**config.mk**
```make
export PLATFORM = sky130hd
export DESIGN_NAME = fen_board_parser
export DESIGN_NICKNAME = d
export VERILOG_FILES = /design/src/rtl/fen_board_parser.sv
export SDC_FILE = /design/constraint.sdc
export NUM_CORES = 1
export LEC_CHECK = 0
export CAP_MARGIN = 0
export CORE_MARGIN = 2
export CORE_UTILIZATION = 46
export DETAILED_ROUTE_END_ITERATION = 7
export DONT_BUFFER_PORTS = 1
export HOLD_SLACK_MARGIN = 0.1
export PLACE_DENSITY_LB_ADDON = 0.08
export SLEW_MARGIN = 10
export SYNTH_ARGS = -nofsm -noshare
export SYNTH_HDL_FRONTEND = slang
export SYNTH_SLANG_ARGS = --single-unit
export TNS_END_PERCENT = 30
```
**constraint.sdc**
```tcl
create_clock -name clk -period 4.4 [get_ports clk]
set_clock_uncertainty 0.05 [all_clocks]
set_input_delay 0.44 -clock clk [delete_from_list [all_inputs] [get_ports clk]]
set_output_delay 0.44 -clock clk [all_outputs]
set_load 0.02 [all_outputs]
```
**src/rtl/fen_board_parser.sv**
```systemverilog
// Parses the piece-placement field of a FEN byte stream into 64 four-bit square codes
// (a8..h1), flagging malformed fields and resynchronising on the next start-of-string byte.
module fen_board_parser #(
   parameter int unsigned STRICT_TAIL = 1
) (
   input  logic       clk,
   input  logic       rst,
   input  logic       in_valid,
   input  logic [7:0] in_data,
   input  logic       in_sop,
   output logic       in_ready,
   output logic       out_pos_valid,
   output logic [3:0] out_pos_data,
   output logic       out_pos_sop,
   output logic       out_pos_eop,
   output logic       out_err
);

   typedef enum logic [1:0] {StIdle, StBoard, StTail, StSkip} state_e;

   localparam state_e DoneState = (STRICT_TAIL != 0) ? StTail : StSkip;

   state_e     state_q, state_d;
   logic [5:0] sq_q, sq_d;
   logic [3:0] file_q, file_d;
   logic [2:0] run_q, run_d;
   logic       valid_d, sop_d, eop_d, err_d;
   logic [3:0] data_d;

   logic       accept;
   logic       piece_ok, is_digit, is_slash;
   logic [3:0] piece_code;
   logic       do_byte, start;
   logic [5:0] cur_sq;
   logic [3:0] cur_file;
   logic [4:0] file_sum;

   assign in_ready = (state_q != StBoard) || (run_q == 3'd0);
   assign accept   = in_valid && in_ready;
   assign is_digit = (in_data >= "1") && (in_data <= "8");
   assign is_slash = (in_data == "/");

   always_comb begin
      piece_ok   = 1'b1;
      piece_code = 4'h0;
      case (in_data)
         "P": piece_code = 4'h1;
         "N": piece_code = 4'h2;
         "B": piece_code = 4'h3;
         "R": piece_code = 4'h4;
         "Q": piece_code = 4'h5;
         "K": piece_code = 4'h6;
         "p": piece_code = 4'h9;
         "n": piece_code = 4'hA;
         "b": piece_code = 4'hB;
         "r": piece_code = 4'hC;
         "q": piece_code = 4'hD;
         "k": piece_code = 4'hE;
         default: piece_ok = 1'b0;
      endcase
   end

   always_comb begin
      state_d  = state_q;
      sq_d     = sq_q;
      file_d   = file_q;
      run_d    = run_q;
      valid_d  = 1'b0;
      data_d   = 4'h0;
      sop_d    = 1'b0;
      eop_d    = 1'b0;
      err_d    = 1'b0;
      do_byte  = 1'b0;
      start    = 1'b0;
      cur_sq   = sq_q;
      cur_file = file_q;
      file_sum = 5'd0;

      unique case (state_q)
         StIdle, StSkip: begin
            if (accept && in_sop) begin
               do_byte = 1'b1;
               start   = 1'b1;
            end
         end
         StTail: begin
            if (accept) begin
               if (in_sop) begin
                  err_d   = 1'b1;
                  do_byte = 1'b1;
                  start   = 1'b1;
               end else begin
                  err_d   = (in_data != 8'h20);
                  state_d = StSkip;
               end
            end
         end
         StBoard: begin
            if (run_q != 3'd0) begin
               // Remaining empties of a digit run; bytes are stalled meanwhile.
               valid_d = 1'b1;
               eop_d   = (sq_q == 6'd63);
               run_d   = run_q - 3'd1;
               sq_d    = sq_q + 6'd1;
               if (sq_q == 6'd63) begin
                  state_d = DoneState;
                  sq_d    = 6'd0;
                  file_d  = 4'd0;
               end
            end else if (accept) begin
               do_byte = 1'b1;
               if (in_sop) begin
                  err_d = 1'b1;
                  start = 1'b1;
               end
            end
         end
         default: ;
      endcase

      if (do_byte) begin
         if (start) begin
            cur_sq   = 6'd0;
            cur_file = 4'd0;
         end
         state_d  = StBoard;
         file_sum = {1'b0, cur_file} + {1'b0, in_data[3:0]};
         if (piece_ok && (cur_file < 4'd8)) begin
            valid_d = 1'b1;
            data_d  = piece_code;
            sop_d   = (cur_sq == 6'd0);
            eop_d   = (cur_sq == 6'd63);
            sq_d    = cur_sq + 6'd1;
            file_d  = cur_file + 4'd1;
            run_d   = 3'd0;
         end else if (is_digit && (file_sum <= 5'd8)) begin
            // Low three bits of '1'..'8' minus one give the remaining run length 0..7.
            valid_d = 1'b1;
            sop_d   = (cur_sq == 6'd0);
            eop_d   = (cur_sq == 6'd63);
            sq_d    = cur_sq + 6'd1;
            file_d  = file_sum[3:0];
            run_d   = in_data[2:0] - 3'd1;
         end else if (is_slash && (cur_file == 4'd8)) begin
            sq_d   = cur_sq;
            file_d = 4'd0;
            run_d  = 3'd0;
         end else begin
            err_d   = 1'b1;
            valid_d = 1'b0;
            sop_d   = 1'b0;
            eop_d   = 1'b0;
            state_d = StSkip;
            sq_d    = 6'd0;
            file_d  = 4'd0;
            run_d   = 3'd0;
         end
         if (valid_d && (cur_sq == 6'd63) && (run_d == 3'd0)) begin
            state_d = DoneState;
            sq_d    = 6'd0;
            file_d  = 4'd0;
         end
      end
   end

   always_ff @(posedge clk or posedge rst) begin
      if (rst) begin
         state_q       <= StIdle;
         sq_q          <= 6'd0;
         file_q        <= 4'd0;
         run_q         <= 3'd0;
         out_pos_valid <= 1'b0;
         out_pos_data  <= 4'h0;
         out_pos_sop   <= 1'b0;
         out_pos_eop   <= 1'b0;
         out_err       <= 1'b0;
      end else begin
         state_q       <= state_d;
         sq_q          <= sq_d;
         file_q        <= file_d;
         run_q         <= run_d;
         out_pos_valid <= valid_d;
         out_pos_data  <= data_d;
         out_pos_sop   <= sop_d;
         out_pos_eop   <= eop_d;
         out_err       <= err_d;
      end
   end

endmodule

```
* Yosys cells after proc, flatten, opt, wreduce, memory -nomap -nowiden
Index checks and enable logic that the tools add are counted.
** Storage, ports and cells
- Input bits :: 12
- Output and inout bits :: 9
- Register bits :: 23
- Logic and storage cells :: 137
** Operators by class
- Reductions and logical operators :: 23
- $lt $le $gt $ge :: 4
- Add/subtract/negate cells :: 6
- Eq/ne operators :: 25
- Mux-type cells :: 70
** Operators by type and width (count)
- $eq A8 B7 Y1 const B :: 12
- $mux W6 :: 10
- $pmux W4 S12 :: 1
- $mux W4 :: 11
- $mux W1 :: 29
- $mux W2 :: 9
- $mux W3 :: 6
- $add A6 B1 Y6 const B :: 2
- $eq A6 B6 Y1 const B :: 2
- $ne A3 B3 Y1 const B :: 4
- $reduce_or A12 Y1 :: 1
- $eq A8 B6 Y1 const B :: 1
- $ge A8 B6 Y1 const B :: 1
- $le A8 B6 Y1 const B :: 1
- $logic_and A1 B1 Y1 :: 8
- $ne A8 B6 Y1 const B :: 1
- $logic_not A3 Y1 :: 2
- $logic_not A6 Y1 :: 1
- $pmux W1 S3 :: 2
- $reduce_bool A2 Y1 :: 3
- $reduce_bool A3 Y1 :: 2
- $sub A3 B1 Y3 const B :: 2
- $add A4 B4 Y5 :: 1
- $le A5 B4 Y1 const B :: 1
- 14 further kinds :: 15

* Logic depth before layout (Yosys ltp)
- Depth in word-level cells :: 18
- Depth in mapped cells :: 14
- Gate-level depth less buffers :: 13

* Worst setup path before layout
OpenSTA, ideal clock, no wires.
- Path kind :: reg-to-reg
- From :: register state_q[0]
- To :: register file_q[3]
- Data arrival time :: 3561 ps
- Stages on the path, launching flop included :: 14
- Slack :: 668 ps
- Required time :: 4229 ps
- Cell sequence :: dfrtp_1 -> inv_1 -> ha_1 -> or3_4 -> o2111ai_4 -> clkbuf_1 -> and2_1 -> ha_1 -> ha_1 -> or3_1 -> a311o_1 -> o211a_2 -> o311a_2 -> a22o_1
** Between the ends
- Word-level cells in the longest chain between the ends :: 18
- Elaborated cells on any way between the ends :: 48
- Classes of those cells :: add/sub (2); order compare (2); eq/ne (6); mux (23); reduce/logical (15)
** RTL lines
- start: declaration :: RTL line 23 : state_e state_q, state_d;
- start signal: assignment :: RTL line 168 : state_q <= StIdle;
- start signal: assignment :: RTL line 178 : state_q <= state_d;
- $ne A2 B1 Y1 :: RTL line 38 : assign in_ready = (state_q != StBoard) || (run_q == 3'd0);
- $logic_or A1 B1 Y1 :: RTL line 38
- $logic_and A1 B1 Y1 :: RTL line 39 : assign accept = in_valid && in_ready;
- $mux W1 / $logic_and A1 B1 Y1 (equally long branches) :: RTL line 87, 81
- $mux W1 (on tied branches) :: RTL line 99, 81
- $pmux W1 S3 :: RTL line 79 : unique case (state_q)
- $mux W4 :: RTL line 122 : if (start) begin
- $mux W4 :: RTL line 121 : if (do_byte) begin
- [2 not listed]
- $logic_and A1 B1 Y1 / $mux W1 (equally long branches) :: RTL line 136, 144
- $mux W3 / $mux W1 (equally long branches) :: RTL line 136 : end else if (is_digit && (file_sum <= 5'd8)) begin
- $mux W3 / $mux W1 (equally long branches) :: RTL line 128 : if (piece_ok && (cur_file < 4'd8)) begin
- $mux W3 / $mux W1 (equally long branches) :: RTL line 121
- $logic_not A3 Y1 / $logic_and A1 B1 Y1 (equally long branches) :: RTL line 158 : if (valid_d && (cur_sq == 6'd63) && (run_d == 3'd0)) begin
- $logic_and A1 B1 Y1 :: RTL line 158
- $mux W4 :: RTL line 158
- $mux W4 :: RTL line 121
- end signal: assignment :: RTL line 180 : file_q <= file_d;
- end: declaration :: RTL line 25 : logic [3:0] file_q, file_d;
Parallel ways exist; a longest one is shown, timed or not. The select of a mux whose other input is x is not followed.
A chain may end at the register's enable or synchronous reset.

* Worst setup path in the final report
- From :: register state_q[0]
- To :: register sq_q[3]
** Between the ends
- Word-level cells in the longest chain between the ends :: 18
- Elaborated cells on any way between the ends :: 48
- Classes of those cells :: add/sub (2); order compare (2); eq/ne (6); mux (24); reduce/logical (14)
** RTL lines
- $ne A2 B1 Y1 :: RTL line 38
- $logic_or A1 B1 Y1 :: RTL line 38
- $logic_and A1 B1 Y1 :: RTL line 39
- $mux W1 / $logic_and A1 B1 Y1 (equally long branches) :: RTL line 87, 81
- $mux W1 (on tied branches) :: RTL line 99, 81
- $pmux W1 S3 :: RTL line 79
- $mux W4 :: RTL line 122
- $mux W4 :: RTL line 121
- [2 not listed]
- $logic_and A1 B1 Y1 / $mux W1 (equally long branches) :: RTL line 136, 144
- $mux W3 / $mux W1 (equally long branches) :: RTL line 136
- $mux W3 / $mux W1 (equally long branches) :: RTL line 128
- $mux W3 / $mux W1 (equally long branches) :: RTL line 121
- $logic_not A3 Y1 / $logic_and A1 B1 Y1 (equally long branches) :: RTL line 158
- $logic_and A1 B1 Y1 :: RTL line 158
- $mux W6 :: RTL line 158
- $mux W6 :: RTL line 121
- end signal: assignment :: RTL line 179 : sq_q <= sq_d;
- end: declaration :: RTL line 24 : logic [5:0] sq_q, sq_d;
Parallel ways exist; a longest one is shown, timed or not. The select of a mux whose other input is x is not followed.

==> qor.txt <==
STATUS
-----------------------------------------------------------------------------------------
Run status                                                                   finished clean

PLACEMENT
-----------------------------------------------------------------------------------------
Number of buffer cells added on primary ports                                           0
Count of placed standard cells including taps                                         286
RD Place Congestion                                                                 0.828
Final HPWL from detailed placement                                                3770 um

STA
-----------------------------------------------------------------------------------------
Number of failing setup endpoints in the final timing report                            0
Ratio of final minimum period to clock period                                       90.0%
Summed negative setup slack over all endpoints                                       0 ns
Final critical path time including I/O delays and setup                           3.96 ns
Max Transition Viols Final                                                              0
Slew at the pin closest to its max-slew limit                                    0.972 ns
Worst rel slew slack                                                                35.2%
Number of hold-slack violations in the final timing report                              0
Setup repair after global routing missed its margin                                 false
Highest achievable clock rate                                                   0.253 GHz

CTS
-----------------------------------------------------------------------------------------
Insertion delay of the later-clocked pin in the worst-skew pair                   0.26 ns
Num Clock Sinks                                                                        23
H-tree level count                                                                      1
CTS Root Buffer Type                                                             clkbuf_8
Clock-pin slew on the worst setup and hold paths                                  0.08 ns
Setup Fix Bufs, Post-CTS                                                                0
Post-CTS sizing                                                                         0
Cts bufs inserted                                                                       3
Total of hold buffers inserted after clock tree synthesis                               0
CTS tree                                                                             done
CTS Buffer Depth                                                                        2

ROUTING
-----------------------------------------------------------------------------------------
Number of detailed-routing iterations run before antenna repair                         4
Wirelength, routed                                                                5040 um
Number of nets with antenna violations after detailed routing                           0
Initial detailed-routing violation count                                              113
Drt drc                                                                                 0
Detailed-route vias per instance                                                     6.22
Average routed wire per standard cell                                             17.4 um
Vias                                                                                 1803

YOSYS
-----------------------------------------------------------------------------------------
Leading post-synthesis cells by cell area                                    dfrtp_1 29%, ha_1 11%, o21ai_0 5.2%
Number of storage elements in the synthesis netlist                                    23
Library cell with the highest instance count after synthesis                      dfrtp_1
Synthesized instance count                                                            240
Synth Flop Type                                                                   dfrtp_1
Share of the yosys chip area belonging to registers                                 28.5%
Synthesized netlist net count                                                         269
Largest area contributor in the synthesized netlist                               dfrtp_1
Total number of yosys warnings                                                          0
Proportion of register bits with asynchronous set or reset after synthesis           100%
Per-instance average area after synthesis                                       8.41 um^2
EDFF count, synth                                                                       0
Post-synth cell types                                                                  56
Fraction of post-synthesis cell area in the top cell type by area                   28.5%
List of most frequent post-synthesis cells                                   23 x dfrtp_1, 21 x o21ai_0, 19 x nand2_1
Area of the mapped netlist                                                   0.00202 mm^2

GLOBAL ROUTE
-----------------------------------------------------------------------------------------
Vias in the first global route                                                       1753
Wire length of the first global-routing pass                                      8580 um
GR Overflow Total                                                                       0
Largest net degree at the start of global routing                                      24
GR Util All Layers                                                                  21.4%
Initial antenna violation count                                                         0

WORST SETUP PATH
-----------------------------------------------------------------------------------------
Category of the worst setup path launch point                                    register
Required time reported for the critical path endpoint                             4.44 ns
Cell-by-cell listing of the critical path                                    inv_1 > ha_1 > or3_4 > o2111ai_4 > and2_1 > ha_1 > ha_1 > or3_1 > a311o_1 > o211a_2 > o311a_2 > o21ai_0 > a32oi_1
Max incr delay on CP                                                              0.46 ns
Data arrival time of the critical path                                            4.00 ns
Kind of end point of the critical path                                           register
Setup Crit Path Kind                                                           reg -> reg
Critical path peak fanout                                                              18
Slowest library cell on the worst path                                            o311a_2
Most used cell along the critical path                                               ha_1

DIE
-----------------------------------------------------------------------------------------
Floorplan core area                                                          0.00429 mm^2
Number of core rows                                                                    24
I/O Pins                                                                               21
Die area                                                                     0.00494 mm^2
Initial Utilization                                                                 47.0%
Die outline width                                                                 70.3 um
Die Height                                                                        70.3 um

POWER
-----------------------------------------------------------------------------------------
Power density relative to cell area                                           489 mW/mm^2
LEAKAGE                                                                       0.000898 uW
Max VDD drop                                                                     0.217 mV

CELLS AND AREA
-----------------------------------------------------------------------------------------
Number of nets in the finished design                                                 268
Area growth from synthesis to final layout                                          4.52%
Number of inserted diodes                                                               0
Post-route non-filler standard cell count                                             290
Share of layout cells above drive strength 1                                        7.98%

WORST HOLD PATH
-----------------------------------------------------------------------------------------
Kind of path behind the tightest hold check                                     in -> reg

RUN
-----------------------------------------------------------------------------------------
Max-capacitance violation count                                                         0

cells in the final DEF, fill, tap and decap left out, types with 3 or more instances in the layout:
cell type,synthesis,layout
nor3b_1,4,4
or2_2,3,3
a21o_1,3,3
nand2b_1,3,3
nor4_1,5,5
nand4_1,4,4
o21a_1,3,3
nor2_1,17,17
ha_1,17,17
nand2_1,19,19
o211ai_1,4,4
o21ai_0,21,21
inv_1,15,15
xnor2_1,5,5
clkbuf_8,0,3
a21oi_1,12,12
a31oi_1,4,4
and3_1,6,6
o31ai_1,6,6
nand3_1,6,6
and2_1,7,7
dfrtp_1,23,23
worst max-delay path, delay by kind of cell (launching register included):
kind | cells | cell delay [ns]
compound gates | 6 | 1.46
fa+ha+maj | 3 | 0.85
buf+inv | 1 | 0.06
flops | 1 | 0.35
simple gates | 3 | 1.01
state kept, by name (all words and copies together) (netlist names):
register and cells:
file_q 4, out_err 1, out_pos_data 4, out_pos_eop 1, out_pos_sop 1, out_pos_valid 1, run_q 3, sq_q 6
state_q 2
kinds of logic after synthesis:
logic type               count (synthesis)  share of synthesized area (%)
AO/OA/AOI/OAI                           80                           28.8
XOR/XNOR                                 6                           2.60
adder cells (fa/ha/maj)                 17                           10.5
buffers and inverters                   23                           4.46
flip-flops                              23                           28.5
multiplexers                             3                           1.55
AND/OR/NAND/NOR                         88                           23.5
where the power goes:
part	internal (uW)	switching [uW]	leakage (uW)	total, uW
Clock	64.6	68.2	0.0000228	133
Combinational	228	320	0.000578	548
Sequential	274	76.6	0.000297	351
per-layer routing:
metal  routed length (um)  part of all wire [%]  vias to the layer above  global-route usage (%)
met5                    0                     0                        -                       0
met4                   29                  0.58                        0                    4.91
met3                  247                   4.9                        4                    2.74
met2                 2220                    44                       51                    32.8
met1                 2540                    50                      851                    32.0
li1                     -                     -                      897                       -
metrics by stage:
stage	worst slack [ns]	total power [uW]	hold WS [ns]	utilization, %	area [um^2]
after detailed placement	0.489	894	0.466	48.1	2070
after global routing	0.216	1130	0.175	49.2	2110
after floorplan	0.668	784	0.392	-	2020
after CTS	0.454	1030	0.181	49.2	2110
final	0.440	1030	0.184	49.2	2110
after global placement	0.489	896	0.460	48.1	2070
cell type report:
class / count / area, um^2
Sequential cell: 23 / 576
Inverter: 15 / 56.3
Tap cell: 52 / 65.1
Multi-Input combinational cell: 194 / 1350
Clock buffer: 4 / 45.0
Fill cell: 430 / 2180
Timing Repair Buffer: 2 / 15.0
worst paths after layout:
path	start	endpoint	slack, ns	cells past startpoint
min reg2reg	state_q[1]	state_q[1]	0.48	1
min in group asynchronous	rst	out_pos_data[3]	0.20	1
min	in_data[2]	out_pos_data[2]	0.18	1
max reg2reg	state_q[0]	sq_q[3]	0.44	13
max in group asynchronous	rst	sq_q[3]	3.55	1
max	state_q[0]	sq_q[3]	0.44	13
(Power assumes the default switching activity.)
